===== config.mk =====
export PLATFORM = sky130hd
export DESIGN_NAME = uart_rx_scheduler
export DESIGN_NICKNAME = d
export VERILOG_FILES = /design/src/rtl/uart_rx_scheduler.sv
export SDC_FILE = /design/constraint.sdc
export NUM_CORES = 1
export LEC_CHECK = 0
export ABC_AREA = 1
export BUFFER_PORTS_ARGS = -buffer_cell sky130_fd_sc_hd__buf_4
export CAP_MARGIN = 20
export CELL_PAD_IN_SITES_DETAIL_PLACEMENT = 1
export CELL_PAD_IN_SITES_GLOBAL_PLACEMENT = 1
export CORE_ASPECT_RATIO = 2
export CORE_MARGIN = 2
export CORE_UTILIZATION = 29
export CTS_CLUSTER_SIZE = 25
export DETAILED_ROUTE_END_ITERATION = 8
export GPL_TIMING_DRIVEN = 1
export PLACE_DENSITY = 0.83
export SLEW_MARGIN = 20
export SYNTH_ARGS = -nofsm -noshare
export SYNTH_HDL_FRONTEND = slang
export SYNTH_SLANG_ARGS = --single-unit
export TNS_END_PERCENT = 50

===== constraint.sdc =====
create_clock -name clk -period 1.3 [get_ports clk]
set_input_delay 0.26 -clock clk [delete_from_list [all_inputs] [get_ports clk]]
set_output_delay 0.26 -clock clk [all_outputs]
set_load 0.1 [all_outputs]

===== src/rtl/uart_rx_scheduler.sv =====
// uart_rx_scheduler
// Drains the UART receive FIFO into a valid/ready byte stream.
// A burst starts when the FIFO reaches the programmed trigger level or when
// the character timeout expires. Once started, it continues until the FIFO is empty.
// rts_o gives registered flow control with hysteresis. Errored words are
// reported on err_o and counted in the saturating err_cnt.
// Optional build macro: UART_RX_ERR_DROP_EN. When it is defined, errored words
// are popped and counted but never presented downstream.
module uart_rx_scheduler #(
  parameter int DATA_W = 10,
  parameter int CNT_W  = 5,
  parameter int HI_WM  = 14,
  parameter int LO_WM  = 8
) (
  input  logic              clk,
  input  logic              wb_rst_i,
  input  logic [CNT_W-1:0]  rf_count,
  input  logic [DATA_W-1:0] rf_data_out,
  output logic              rf_pop,
  input  logic [9:0]        counter_t,
  input  logic [1:0]        burst_lvl,
  input  logic              rx_flush,
  output logic [7:0]        m_data,
  output logic              m_perr,
  output logic              m_ferr,
  output logic              m_valid,
  input  logic              m_ready,
  output logic              rts_o,
  output logic              err_o,
  output logic [7:0]        err_cnt
);

  localparam logic [CNT_W-1:0] HI_LVL = CNT_W'(HI_WM);
  localparam logic [CNT_W-1:0] LO_LVL = CNT_W'(LO_WM);
  localparam logic [CNT_W-1:0] ZERO_CNT = {CNT_W{1'b0}};

`ifdef UART_RX_ERR_DROP_EN
  typedef enum logic [1:0] {
    S_IDLE = 2'b00,
    S_HOLD = 2'b01,
    S_DROP = 2'b10
  } state_t;
`else
  typedef enum logic [1:0] {
    S_IDLE = 2'b00,
    S_HOLD = 2'b01
  } state_t;
`endif

  // FIFO occupancy that fires a burst for each trigger-level code
  function automatic logic [CNT_W-1:0] trig_level(input logic [1:0] lvl);
    logic [CNT_W-1:0] thr;
    case (lvl)
      2'b00:   thr = CNT_W'(1);
      2'b01:   thr = CNT_W'(4);
      2'b10:   thr = CNT_W'(8);
      2'b11:   thr = CNT_W'(14);
      default: thr = CNT_W'(1);
    endcase
    return thr;
  endfunction

  // A FIFO word is errored if either its parity or its framing flag is set
  function automatic logic word_err(input logic [DATA_W-1:0] w);
    return w[1] | w[0];
  endfunction

  // Counter increment that sticks at all-ones
  function automatic logic [7:0] sat_inc(input logic [7:0] v);
    logic [7:0] r;
    if (v == 8'hFF) begin
      r = v;
    end else begin
      r = v + 8'd1;
    end
    return r;
  endfunction

  state_t state_r;
  state_t state_n;
  logic burst_active;
  logic burst_n;
  logic pop_n;
  logic valid_n;
  logic [7:0] data_n;
  logic perr_n;
  logic ferr_n;
  logic err_n;
  logic [7:0] cnt_n;
  logic rts_n;
  logic trig;
  logic count_nz;
  logic cap_err;

  // Burst start condition from occupancy, timeout and burst continuation
  always_comb begin
    count_nz = (rf_count != ZERO_CNT);
    cap_err  = word_err(rf_data_out);
    trig     = (rf_count >= trig_level(burst_lvl))
             | (count_nz & (counter_t == 10'd0))
             | (burst_active & count_nz);
  end

  // RTS hysteresis: drop at the high watermark, restore at the low one
  always_comb begin
    if (rf_count >= HI_LVL) begin
      rts_n = 1'b0;
    end else if (rf_count <= LO_LVL) begin
      rts_n = 1'b1;
    end else begin
      rts_n = rts_o;
    end
  end

  // Next-state and output decode; flush overrides all normal transitions
  always_comb begin
    state_n = state_r;
    pop_n   = 1'b0;
    valid_n = m_valid;
    data_n  = m_data;
    perr_n  = m_perr;
    ferr_n  = m_ferr;
    err_n   = 1'b0;
    cnt_n   = err_cnt;
    burst_n = burst_active;
    if (rx_flush) begin
      state_n = S_IDLE;
      valid_n = 1'b0;
      burst_n = 1'b0;
    end else begin
      case (state_r)
        S_IDLE: begin
          if (trig) begin
            pop_n   = 1'b1;
            burst_n = 1'b1;
            err_n   = cap_err;
            if (cap_err) begin
              cnt_n = sat_inc(err_cnt);
            end else begin
              cnt_n = err_cnt;
            end
`ifdef UART_RX_ERR_DROP_EN
            if (cap_err) begin
              state_n = S_DROP;
              valid_n = 1'b0;
            end else begin
              state_n = S_HOLD;
              valid_n = 1'b1;
              data_n  = rf_data_out[9:2];
              perr_n  = rf_data_out[1];
              ferr_n  = rf_data_out[0];
            end
`else
            state_n = S_HOLD;
            valid_n = 1'b1;
            data_n  = rf_data_out[9:2];
            perr_n  = rf_data_out[1];
            ferr_n  = rf_data_out[0];
`endif
          end else if (!count_nz) begin
            burst_n = 1'b0;
          end else begin
            burst_n = burst_active;
          end
        end
        S_HOLD: begin
          // rf_pop has already been issued on entry; wait for the consumer
          if (m_valid && m_ready) begin
            valid_n = 1'b0;
            state_n = S_IDLE;
          end else begin
            state_n = S_HOLD;
          end
        end
`ifdef UART_RX_ERR_DROP_EN
        S_DROP: begin
          state_n = S_IDLE;
          valid_n = 1'b0;
        end
`endif
        default: begin
          state_n = S_IDLE;
          valid_n = 1'b0;
        end
      endcase
    end
  end

  // State and registered outputs with synchronous reset
  always_ff @(posedge clk) begin
    if (wb_rst_i) begin
      state_r      <= S_IDLE;
      rf_pop       <= 1'b0;
      m_valid      <= 1'b0;
      m_data       <= 8'h00;
      m_perr       <= 1'b0;
      m_ferr       <= 1'b0;
      rts_o        <= 1'b1;
      err_o        <= 1'b0;
      err_cnt      <= 8'h00;
      burst_active <= 1'b0;
    end else begin
      state_r      <= state_n;
      rf_pop       <= pop_n;
      m_valid      <= valid_n;
      m_data       <= data_n;
      m_perr       <= perr_n;
      m_ferr       <= ferr_n;
      rts_o        <= rts_n;
      err_o        <= err_n;
      err_cnt      <= cnt_n;
      burst_active <= burst_n;
    end
  end

endmodule


; Yosys cells after proc, flatten, opt, wreduce, memory -nomap -nowiden
; Index checks and enable logic that the tools add are counted.
[classes]
reduce_logical = 13
bitwise_logic = 9
n_eq_ne = 8
n_mux = 12
add_sub_neg = 1
order_cmp = 3
[ops]
columns = op, n
row1 = case mux 5 bit (4 select lines), 1
row2 = logical NOT 10 bit, 1
row3 = adder 8 x 1 -> 8 bit (second input constant), 1
row4 = equality test 8 bit (second input constant), 1
row5 = 2-to-1 mux 1 bit, 8
row6 = != test 2 bit (second input constant), 3
row7 = >= comparator 5 x 4 -> 1 bit (second input constant), 1
row8 = >= comparator 5 bit, 1
row9 = <= comparator 5 x 4 -> 1 bit (second input constant), 1
row10 = AND reduction 5 bit, 1
row11 = nonzero test 5 bit, 1
row12 = equality test 2 x 1 -> 1 bit (second input constant), 2
row13 = equality test 2 bit (second input constant), 2
row14 = logical NOT 2 bit, 2
row15 = inverter 1 bit, 4
row16 = case mux 2 bit (2 select lines), 1
row17 = AND reduction 2 bit, 2
row18 = OR reduction 4 bit, 1
row19 = bitwise OR 1 bit, 3
row20 = AND reduction 3 bit, 1
row21 = OR reduction 3 bit, 1
row22 = bitwise AND 1 bit, 2
row23 = 2-to-1 mux 2 bit, 1
row24 = case mux 1 bit (2 select lines), 1
row25 = 3 further kinds, 3
[word_totals]
output_inout_bits = 22
reg_bits = 25
word_cells = 56
in_bits = 31

; Depth between registers and ports, before layout
; Gate-level depths: netlist of the first run.
[depth]
ltp_word = 7
ltp_mapped = 13
depth_no_buf = 12

; Least setup slack after synthesis of the first run
; No wires, ideal clock.
[synth_timing]
kind = flip-flop to flip-flop
start = register err_cnt[0]
end = register err_cnt[0]
period_less_slack_ps = 2226
path_slack_ps = -926
required_ps = 1183
t_arrival_ps = 2109
setup_time_ps = 117
path_stages_with_launch = 11
n_path_buf = 0
path_cell_list = dfxtp_1 ha_1 nand2_1 inv_1 nand2_1 nor2_1 nor3_4 nand2_4 inv_1 nor2_1 nor2_1
[synth_between]
elab_chain_len = 3
word_cells_on_any_way = 4
classes_between = add/sub (1) / eq/ne (1) / bitwise (1) / reduce/logical (1)
[synth_rtl]
columns = element, line_no
row1 = "start, declared", 30  ; output logic [7:0] err_cnt
row2 = "start signal, assigned", 211  ; err_cnt <= cnt_n;
row3 = branches (longest 3 deep; another with adder 8 x 1 -> 8 bit), n/a
; Parallel ways; which one is timed is not known.
; A chain may end at the register's enable or synchronous reset.

; Worst setup path in the final report of the first run
[layout_timing]
start = register err_cnt[0]
end = register err_cnt[6]
; Same word-level chain as after synthesis.

==> summary.md, run 1 <==
| Metric | Value |
|---|---|
| Max-slew headroom | 0.738 |
| Share of post-route cells with drive strength above 1 | 0.414 |
| Starting Density | 0.299 |
| Clk sinks | 24 |
| ANT cells | 0 |
| Hold Crit Depth | 2 |
| RSZ-0062 raised after global routing | yes |
| Post-Synthesis Net Count | 244 |
| DR iter-0 viols | 13 |
| Syn avg cell area | 6.55 um2 |
| FP Rows | 35 |
| Final slew viol count | 0 |
| Peak VDD IR | 0.528 mV |
| # IOs | 53 |
| FMAX | 0.716 GHz |
| Final number of setup-violating endpoints | 15 |
| Pwr dens | 992 nW/um2 |
| Worst setup SP type | flop |
| FF-to-FF Start | err_cnt[0] |
| DRT Pass-1 Iters | 4 |
| Vias in the first global route | 1623 |
| Final min period | 1400 ps |
| Max-cap violations | 0 |
| Worst reg2reg path depth | 9 |
| Post-Route WL | 4.40 mm |
| Routed via count | 1524 |
| Via density | 4.58 |
| Hold endpoint | err_cnt[5] |
| Largest net degree at the start of global routing | 14 |
| Reg2reg end | err_cnt[6] |
| Final HPWL DP | 3.26 mm |
| DRC | 0 |
| Sequential share of the synthesized area | 0.353 |
| Total Nets Final | 315 |
| CTS tree | yes |
| Global-route wire length before repair | 6.98 mm |
| Worst setup path start | err_cnt[0] |
| Die X | 52.5 um |
| Post-placement cell count | 326 |
| DIE HEIGHT | 101 um |
| Core Box Area | 4550 um2 |
| Status | complete, but fails checks |
| Num CTS Buffers | 3 |
| Worst-path fanout max | 6 |
| Die area | 5300 um2 |
| # H-tree levels | 1 |
| Layout Cells excl Fill | 333 |
| Routability-driven placement congestion ratio | 0.778 |
| Crit Path Class | flop to flop |
| Root Buffer | clkbuf_8 |
| Total GRT Usage | 0.175 |
| Clock transition at path regs | 90 ps |
| Final ANT Viol Nets | 0 |
| Yosys top cell area share | 0.353 |
| Most frequent cells in the layout | 60 x buf_4, 41 x inv_1, 39 x nand2_1, 30 x nor2_1, 16 x dfxtp_1 |
| Flops & latches, synth | 24 |
| Pre-CTS setup slack | -458 ps |
| Fillcell total | 615 |
| Initial antenna violation count | 0 |
| Wire per inst | 13.2 um |
| Mapped Cells | 208 |
| Hold buffers post-CTS | 0 |
| Hold Crit Start | wb_rst_i |
| Overflow after GRT | 0 |
| Ranking of synthesized cells by area | dfxtp_1 35%, nand2_1 12%, inv_1 12% |
| CP arrival | 1600 ps |
| Worst setup EP type | flop |
| Setup WS post-layout | -96.5 ps |
| Worst-Skew Late Latency | 270 ps |
| Cell taking the most area after synthesis | dfxtp_1 |
| CP required | 1500 ps |
| Fin. Hold Viols | 0 |
| Final period utilization | 1.07 |
| Worst clock skew | 3.85 ps |
| Yosys warnings | 0 |
| Most common cell after layout, fill and taps aside | buf_4 |
| LEAKAGE | 1.13 nW |
| Least-Margin Pin Slew | 393 ps |
| Longest Clk Path Bufs | 2 |
| Violated checks | setup timing |
| Worst hold-check path type | primary input to flop |
| Worst R2R Setup Slack | -100 ps |
| Area added between synthesis and finish | 62.6% |
| Synth unique cells | 25 |
| Syn Std Cell Area | 1360 um2 |
| I/O Buffers | 52 |
routing by layer:
metal	global-route usage	routed length, um
met1	0.167	1480
met2	0.338	2640
met3	0.0178	122
met4	0.0986	167
met5	0	0
worst max-delay path, stage by stage, from the launching register on:
cell	delay, ps
dfxtp_4	360
ha_4	160
nand2_2	50
inv_2	50
nand2_4	60
nor2_4	40
nor3_4	180
buf_6	170
nand3_1	90
a21oi_1	150
how the worst max path moves through the flow:
stage | end | slack [ps] | depth (start not counted)
after detailed placement | m_data[4] | -460 | 13
after global placement | err_cnt[3] | -410 | 10
after global routing | err_cnt[4] | -180 | 10
final | err_cnt[6] | -100 | 9
after floorplan | err_cnt[0] | -260 | 10
after CTS | err_cnt[2] | -50 | 9
what timing repair did:
item	in CTS	in global routing
setup buffers	3	0
resized for setup	30	8
setup endpoints to repair	27	22
pin swaps	21	7
cell usage after synthesis (all sizes together):
master  instances
a21oi           8
and2            1
buf             3
clkbuf          3
dfxtp          24
ha              5
inv            45
nand2          46
nand3          12
nand3b          1
nand4          13
nor2           34
nor3            2
o211ai          1
o21ai           4
or2             1
xnor2           3
xor2            2
area by class of cell:
class | instances | area [um2] | share of cell area
Inverter | 45 | 181 | 0.0819
Multi-Input combinational cell | 133 | 817 | 0.369
Tap cell | 55 | 68.8 | 0.0311
Timing Repair Buffer | 72 | 598 | 0.270
Sequential cell | 24 | 495 | 0.224
Clock buffer | 4 | 55.1 | 0.0248
flip-flops by register name, summed over array words and instances, names as in the netlist:
name and flops:
m_valid 1, rf_pop 1, rts_o 1, burst_active 1, err_cnt 8, m_perr 1
m_data 8, m_ferr 1, err_o 1, state_r 1
power by group:
group	internal (mW)	total [mW]	switching [mW]	leakage, nW
clock network	0.271	0.519	0.248	0.0288
logic	0.278	0.862	0.584	0.895
registers	0.786	0.817	0.0306	0.202
through the flow:
step / util / TNS (ps) / cell area, um2 / hold WS [ps] / total power [mW]
floorplan: - / -2410 / 1430 / 427 / 1.39
global placement: 0.435 / -8330 / 1980 / 474 / 1.62
detailed placement: 0.435 / -9350 / 1980 / 484 / 1.64
CTS: 0.481 / -326 / 2190 / 209 / 2.22
global route: 0.487 / -2640 / 2220 / 215 / 2.32
finish: 0.487 / -573 / 2220 / 220 / 2.20
cells by family after synthesis:
| kind of cell | count (synthesis) | synth area share |
|---|---|---|
| DFF | 24 | 0.353 |
| buffers and inverters | 51 | 0.147 |
| and+or+nand+nor | 110 | 0.373 |
| xor gates and xnor gates | 5 | 0.0321 |
| AOI/OAI and AO/OA | 13 | 0.0496 |
| adders and majority gates | 5 | 0.0459 |
No activity file was read; power rests on OpenSTA's default activity.
==> run 2: changes to the inputs <==
CORE_UTILIZATION = 30   (was 29)
CTS_BUF_LIST = sky130_fd_sc_hd__clkbuf_4 sky130_fd_sc_hd__clkbuf_8   (was default)
PLACE_DENSITY = 0.86   (was 0.83)
clock period = 1.24 ns   (was 1.3 ns; I/O delays follow)
==> run 2 against run 1 <==
Effect of this change:
- the run still ends with setup timing left
- via count is 10% higher
- die area decreased by 3.1%
- global-route usage rose by 4.6 points
- power rose by 19%
- critical path type is now primary input to flop
- cell area is 13% higher
==> summary.md, run 2 (synthesized netlist as in run 1, its figures left out) <==
| Metric | Value |
|---|---|
| Total GRT Usage | 0.221 |
| Largest net degree at the start of global routing | 15 |
| Worst hold-check path type | primary input to flop |
| Pwr dens | 1040 nW/um2 |
| Final ANT Viol Nets | 0 |
| CTS tree | yes |
| Total Nets Final | 326 |
| DR iter-0 viols | 50 |
| Share of post-route cells with drive strength above 1 | 0.509 |
| Die X | 51.7 um |
| Layout Cells excl Fill | 343 |
| FMAX | 0.663 GHz |
| Max-cap violations | 0 |
| Fin. Hold Viols | 0 |
| Longest Clk Path Bufs | 2 |
| Vias in the first global route | 1822 |
| FP Rows | 34 |
| Violated checks | setup timing |
| Root Buffer | clkbuf_8 |
| FF-to-FF Start | err_cnt[0] |
| RSZ-0062 raised after global routing | yes |
| Final slew viol count | 0 |
| Max-slew headroom | 0.700 |
| Post-Route WL | 5.87 mm |
| Routed via count | 1676 |
| Reg2reg end | err_cnt[2] |
| Final min period | 1510 ps |
| Via density | 4.89 |
| Wire per inst | 17.1 um |
| Setup WS post-layout | -267 ps |
| Worst R2R Setup Slack | -220 ps |
| Final HPWL DP | 3.38 mm |
| Worst-Skew Late Latency | 280 ps |
| Final period utilization | 1.22 |
| Placed cell areas | 2050 um2 |
| # IOs | 53 |
| Crit Path Class | primary input to flop |
| Hold endpoint | err_cnt[6] |
| Global-route wire length before repair | 8.45 mm |
| Core Box Area | 4340 um2 |
| Num CTS Buffers | 3 |
| CP arrival | 1720 ps |
| I/O Buffers | 52 |
| Final number of setup-violating endpoints | 24 |
| Worst setup SP type | primary input |
| Hold Crit Start | wb_rst_i |
| Routability-driven placement congestion ratio | 0.788 |
| Clk sinks | 24 |
| Worst setup EP type | flop |
| Post-placement cell count | 333 |
| Initial antenna violation count | 0 |
| Most frequent cells in the layout | 61 x buf_4, 38 x inv_1, 33 x nand2_1, 27 x nor2_1, 15 x dfxtp_1 |
| Peak VDD IR | 0.597 mV |
| LEAKAGE | 1.22 nW |
| Clock transition at path regs | 100 ps |
| CP required | 1460 ps |
| Top Registers | err_cnt x8, m_data x8 |
| ANT cells | 0 |
| Die area | 5130 um2 |
| # H-tree levels | 1 |
| Least-Margin Pin Slew | 450 ps |
| Fin area | 2500 um2 |
| Worst clock skew | 5.05 ps |
| Fillcell total | 548 |
| Hold Crit Depth | 2 |
| Hold buffers post-CTS | 0 |
| Overflow after GRT | 0 |
| Worst-path fanout max | 5 |
| Most common cell after layout, fill and taps aside | buf_4 |
| Area added between synthesis and finish | 83.7% |
| Worst reg2reg path depth | 10 |
| DRC | 0 |
| Starting Density | 0.314 |
| Status | complete, but fails checks |
| DIE HEIGHT | 99.3 um |
| DRT Pass-1 Iters | 4 |
==> run 2: worst max-delay path: stages <==
cell       delay, ps
buf_12           120
inv_12            40
ha_4             180
nand2_2           50
nand2_1           50
nand2_1           70
nand2_1           80
nor2_2           160
nand3_4          110
buf_4            160
clkbuf_16        140
nand4_1           70
nand2_1          100
nor2_1           140
==> run 2: repair_timing <==
| item | in CTS | in global routing |
|---|---|---|
| setup buffers | 4 | 1 |
| gates cloned | 2 | 1 |
| pin swaps | 23 | 9 |
| resized for setup | 50 | 34 |
| setup endpoints to repair | 29 | 31 |
==> run 2: power by group <==
group,total [mW],internal [mW],switching [mW],leakage (nW)
registers,0.853,0.821,0.0322,0.203
logic,1.03,0.348,0.684,0.982
clock network,0.723,0.433,0.290,0.0357
total,2.61,1.60,1.01,1.22
==> run 2: routing by layer <==
metal  global-route usage  share of wire  up-vias
li1                     -              -      802
met1                0.192           0.31      811
met4                0.107          0.037        0
met3               0.0240          0.029       14
met2                0.456           0.63       49
met5                    0              0        -
==> run 2: final cells by class <==
class                           count  area (um2)  share of cell area
Clock buffer                        3        41.3              0.0165
Sequential cell                    24         502               0.200
Multi-Input combinational cell    135         902               0.360
Tap cell                           54        67.6              0.0270
Inverter                           45         181              0.0725
Timing Repair Buffer               81         778               0.311
Clock inverter                      1        30.0              0.0120
==> run 2: per-stage QoR <==
stage	TNS [ps]	setup WS, ps	total power [mW]	hold WS (ps)	util
2_1_floorplan	-3670	-320	1.47	415	-
3_3_place_gp	-7840	-371	1.71	455	0.473
3_5_place_dp	-9100	-449	1.73	471	0.473
4_1_cts	-1690	-145	2.53	212	0.549
5_1_grt	-5090	-339	2.71	207	0.577
6_report	-3360	-267	2.61	211	0.577
==> run 2: worst max path at each step <==
stage / startpoint / end / slack (ps) / depth (start not counted)
global placement: burst_lvl[0] / err_cnt[1] / -370 / 14
floorplan: err_cnt[0] / err_cnt[0] / -320 / 10
detailed placement: burst_lvl[0] / err_cnt[1] / -450 / 12
global route: burst_lvl[0] / m_data[5] / -340 / 14
finish: burst_lvl[0] / m_data[5] / -270 / 14
CTS: err_cnt[0] / err_cnt[5] / -150 / 10
==> run 3: changes to the inputs <==
PLACE_DENSITY = 0.77   (was 0.86)
==> run 3 against run 2 <==
Effect of this change:
- the flow still finishes with violations (setup timing)
- core utilization is 0.92 points lower
- non-clock buffer count is 3 lower
- sequential power is 0.5% higher
- sequential share of layout area is 0.22 points higher
- worst setup slack better by 39 ps
- maximum frequency is 2.6% higher
- flip-flop and latch count stayed put
- clock skew is 1.5 ps higher
- clock-buffer cell count stayed put
- cell area is 1.6% lower
- final cell count is 0.87% lower
- register-to-register slack hardly changed
- highest routed layer unchanged
==> summary.md, run 3 (synthesized netlist as in run 1, its figures left out) <==
| Metric | Value |
|---|---|
| CP peak stage delay | 360 ps |
| Initial antenna violation count | 0 |
| Slowest CP cell | dfxtp_4 |
| Overflow after GRT | 0 |
| DRC | 0 |
| ANT cells | 0 |
| Final ANT Viol Nets | 0 |
| Top Registers | err_cnt x8, m_data x8 |
| Most common cell after layout, fill and taps aside | buf_4 |
| Final number of setup-violating endpoints | 24 |
| CP top delay family | flip-flops |
| FP Rows | 34 |
| Fin Hold WS | 212 ps |
| Total GRT Usage | 0.187 |
| FF-to-FF Start | err_cnt[0] |
| # H-tree levels | 1 |
| Pwr dens | 965 nW/um2 |
| Worst reg2reg path depth | 7 |
| Global-route wire length before repair | 7.41 mm |
| Longest Clk Path Bufs | 2 |
| Switching power | 974 uW |
| Flop pwr share | 0.360 |
| Post-Route WL | 5.02 mm |
| Worst hold-check path type | primary input to flop |
| Reg2reg end | err_cnt[2] |
| Die X | 51.7 um |
| I/O Buffers | 52 |
| CP required | 1430 ps |
| Setup WS post-layout | -228 ps |
| Worst setup path start | err_cnt[0] |
| RSZ-0062 raised after global routing | yes |
| Fin. Hold Viols | 0 |
| Area added between synthesis and finish | 80.7% |
| Starting Density | 0.314 |
| Share of post-route cells with drive strength above 1 | 0.517 |
| Wire per inst | 14.8 um |
| Status | complete, but fails checks |
| Layout Cells excl Fill | 340 |
| Buf/Inv on CP | 3 |
| Final slew viol count | 0 |
| Sequential cell area | 499 um2 |
| Most frequent cells in the layout | 64 x buf_4, 34 x inv_1, 30 x nand2_1, 27 x nor2_1, 15 x dfxtp_1 |
| Violated checks | setup timing |
| CP arrival | 1660 ps |
| DR iter-0 viols | 13 |
| Core Box Area | 4340 um2 |
| FMAX | 0.681 GHz |
| Max-cap violations | 0 |
| Placed cell areas | 2020 um2 |
| CP Cell Sequence | ha_4, buf_4, buf_4, buf_4, xor2_1, nand3_1, a21oi_1 |
| Pint | 1.40 mW |
| LEAKAGE | 1.21 nW |
| Worst-Skew Late Latency | 270 ps |
| Fin area | 2460 um2 |
| Critical path's most frequent cell | buf_4 |
| Clk sinks | 24 |
| # IOs | 53 |
| Crit path capture | err_cnt[2] |
| Routed via count | 1594 |
| Die area | 5130 um2 |
| DIE HEIGHT | 99.3 um |
| Sw Ratio | 0.410 |
| Pre-CTS setup slack | -481 ps |
| Final period utilization | 1.18 |
| Via density | 4.69 |
| Final min period | 1470 ps |
| Total Nets Final | 323 |
| CTS tree | yes |
| Fillcell total | 548 |
| Num CTS Buffers | 3 |
| DRT Pass-1 Iters | 4 |
| Routability-driven placement congestion ratio | 0.735 |
| CP Depth | 7 |
| Largest net degree at the start of global routing | 14 |
| Worst clock skew | 6.56 ps |
| Multi-input logic area | 937 um2 |
| Least-Margin Pin Slew | 402 ps |
| Combinational power share | 0.439 |
| Clock transition at path regs | 90 ps |
| Vias in the first global route | 1687 |
| Worst setup SP type | flop |
| Post-placement cell count | 328 |
| Crit Path Class | flop to flop |
| Worst R2R Setup Slack | -230 ps |
| Peak VDD IR | 0.592 mV |
| Root Buffer | clkbuf_8 |
| Worst setup EP type | flop |
| Final HPWL DP | 3.22 mm |
| Worst-path fanout max | 2 |
| Max-slew headroom | 0.732 |
| Clock power frac | 0.201 |
-- run 3: changes by cell type in the layout (fill, tap and decap cells not counted), moves of 3 or more --
cell / before / now
buf_6: 8 / 3
inv_1: 38 / 34
buf_4: 61 / 64
inv_2: 6 / 9
nand2_1: 33 / 30
-- run 3: worst min-delay path by stage --
stage | cells after the start | start | slack (ps) | endpoint
6_report | 2 | wb_rst_i | 210 | err_cnt[6]
4_1_cts | 2 | wb_rst_i | 200 | err_cnt[7]
5_1_grt | 2 | wb_rst_i | 210 | err_cnt[6]
3_3_place_gp | 2 | m_valid | 470 | m_valid
2_1_floorplan | 3 | rf_count[4] | 410 | rts_o
3_5_place_dp | 2 | m_valid | 490 | m_valid
-- run 3: power groups by stage --
| stage | sequential, mW | combinational [mW] | clock [mW] |
|---|---|---|---|
| floorplan | 1.22 | 0.244 | 0 |
| global placement | 0.874 | 0.840 | 0 |
| detailed placement | 0.876 | 0.855 | 0 |
| CTS | 0.858 | 0.930 | 0.493 |
| global route | 0.862 | 1.12 | 0.516 |
| finish | 0.857 | 1.04 | 0.477 |
-- run 3: area by class of cell --
type / count / share of cell area
inverters: 45 / 0.0747
well taps: 54 / 0.0274
multi-input cells: 135 / 0.381
repair buffers: 78 / 0.296
clock inverters: 1 / 0.00152
clock buffers: 3 / 0.0168
flip-flops and latches: 24 / 0.203
-- run 3: timing repair --
action	CTS	global route
endpoints found under the setup margin	30	30
setup buffers	4	1
pin swaps	8	23
gates resized for setup	26	57
endpoints found under the hold margin	0	0
hold buffers	0	0
cloned	2	1
-- run 3: per-layer routing --
layer | global-route usage | up-vias | routed length (um)
met5 | 0 | - | 0
met4 | 0.0547 | 0 | 148
met3 | 0.0150 | 13 | 139
met2 | 0.396 | 40 | 3190
met1 | 0.172 | 748 | 1540
li1 | - | 793 | -
-- run 3: metrics by stage --
stage                     TNS, ps  total power [mW]  utilization
final                       -3170              2.38        0.567
after floorplan             -3670              1.47            -
after global placement      -8910              1.71        0.465
after CTS                   -2790              2.28        0.512
after detailed placement    -9960              1.73        0.465
after global routing        -5040              2.49        0.567
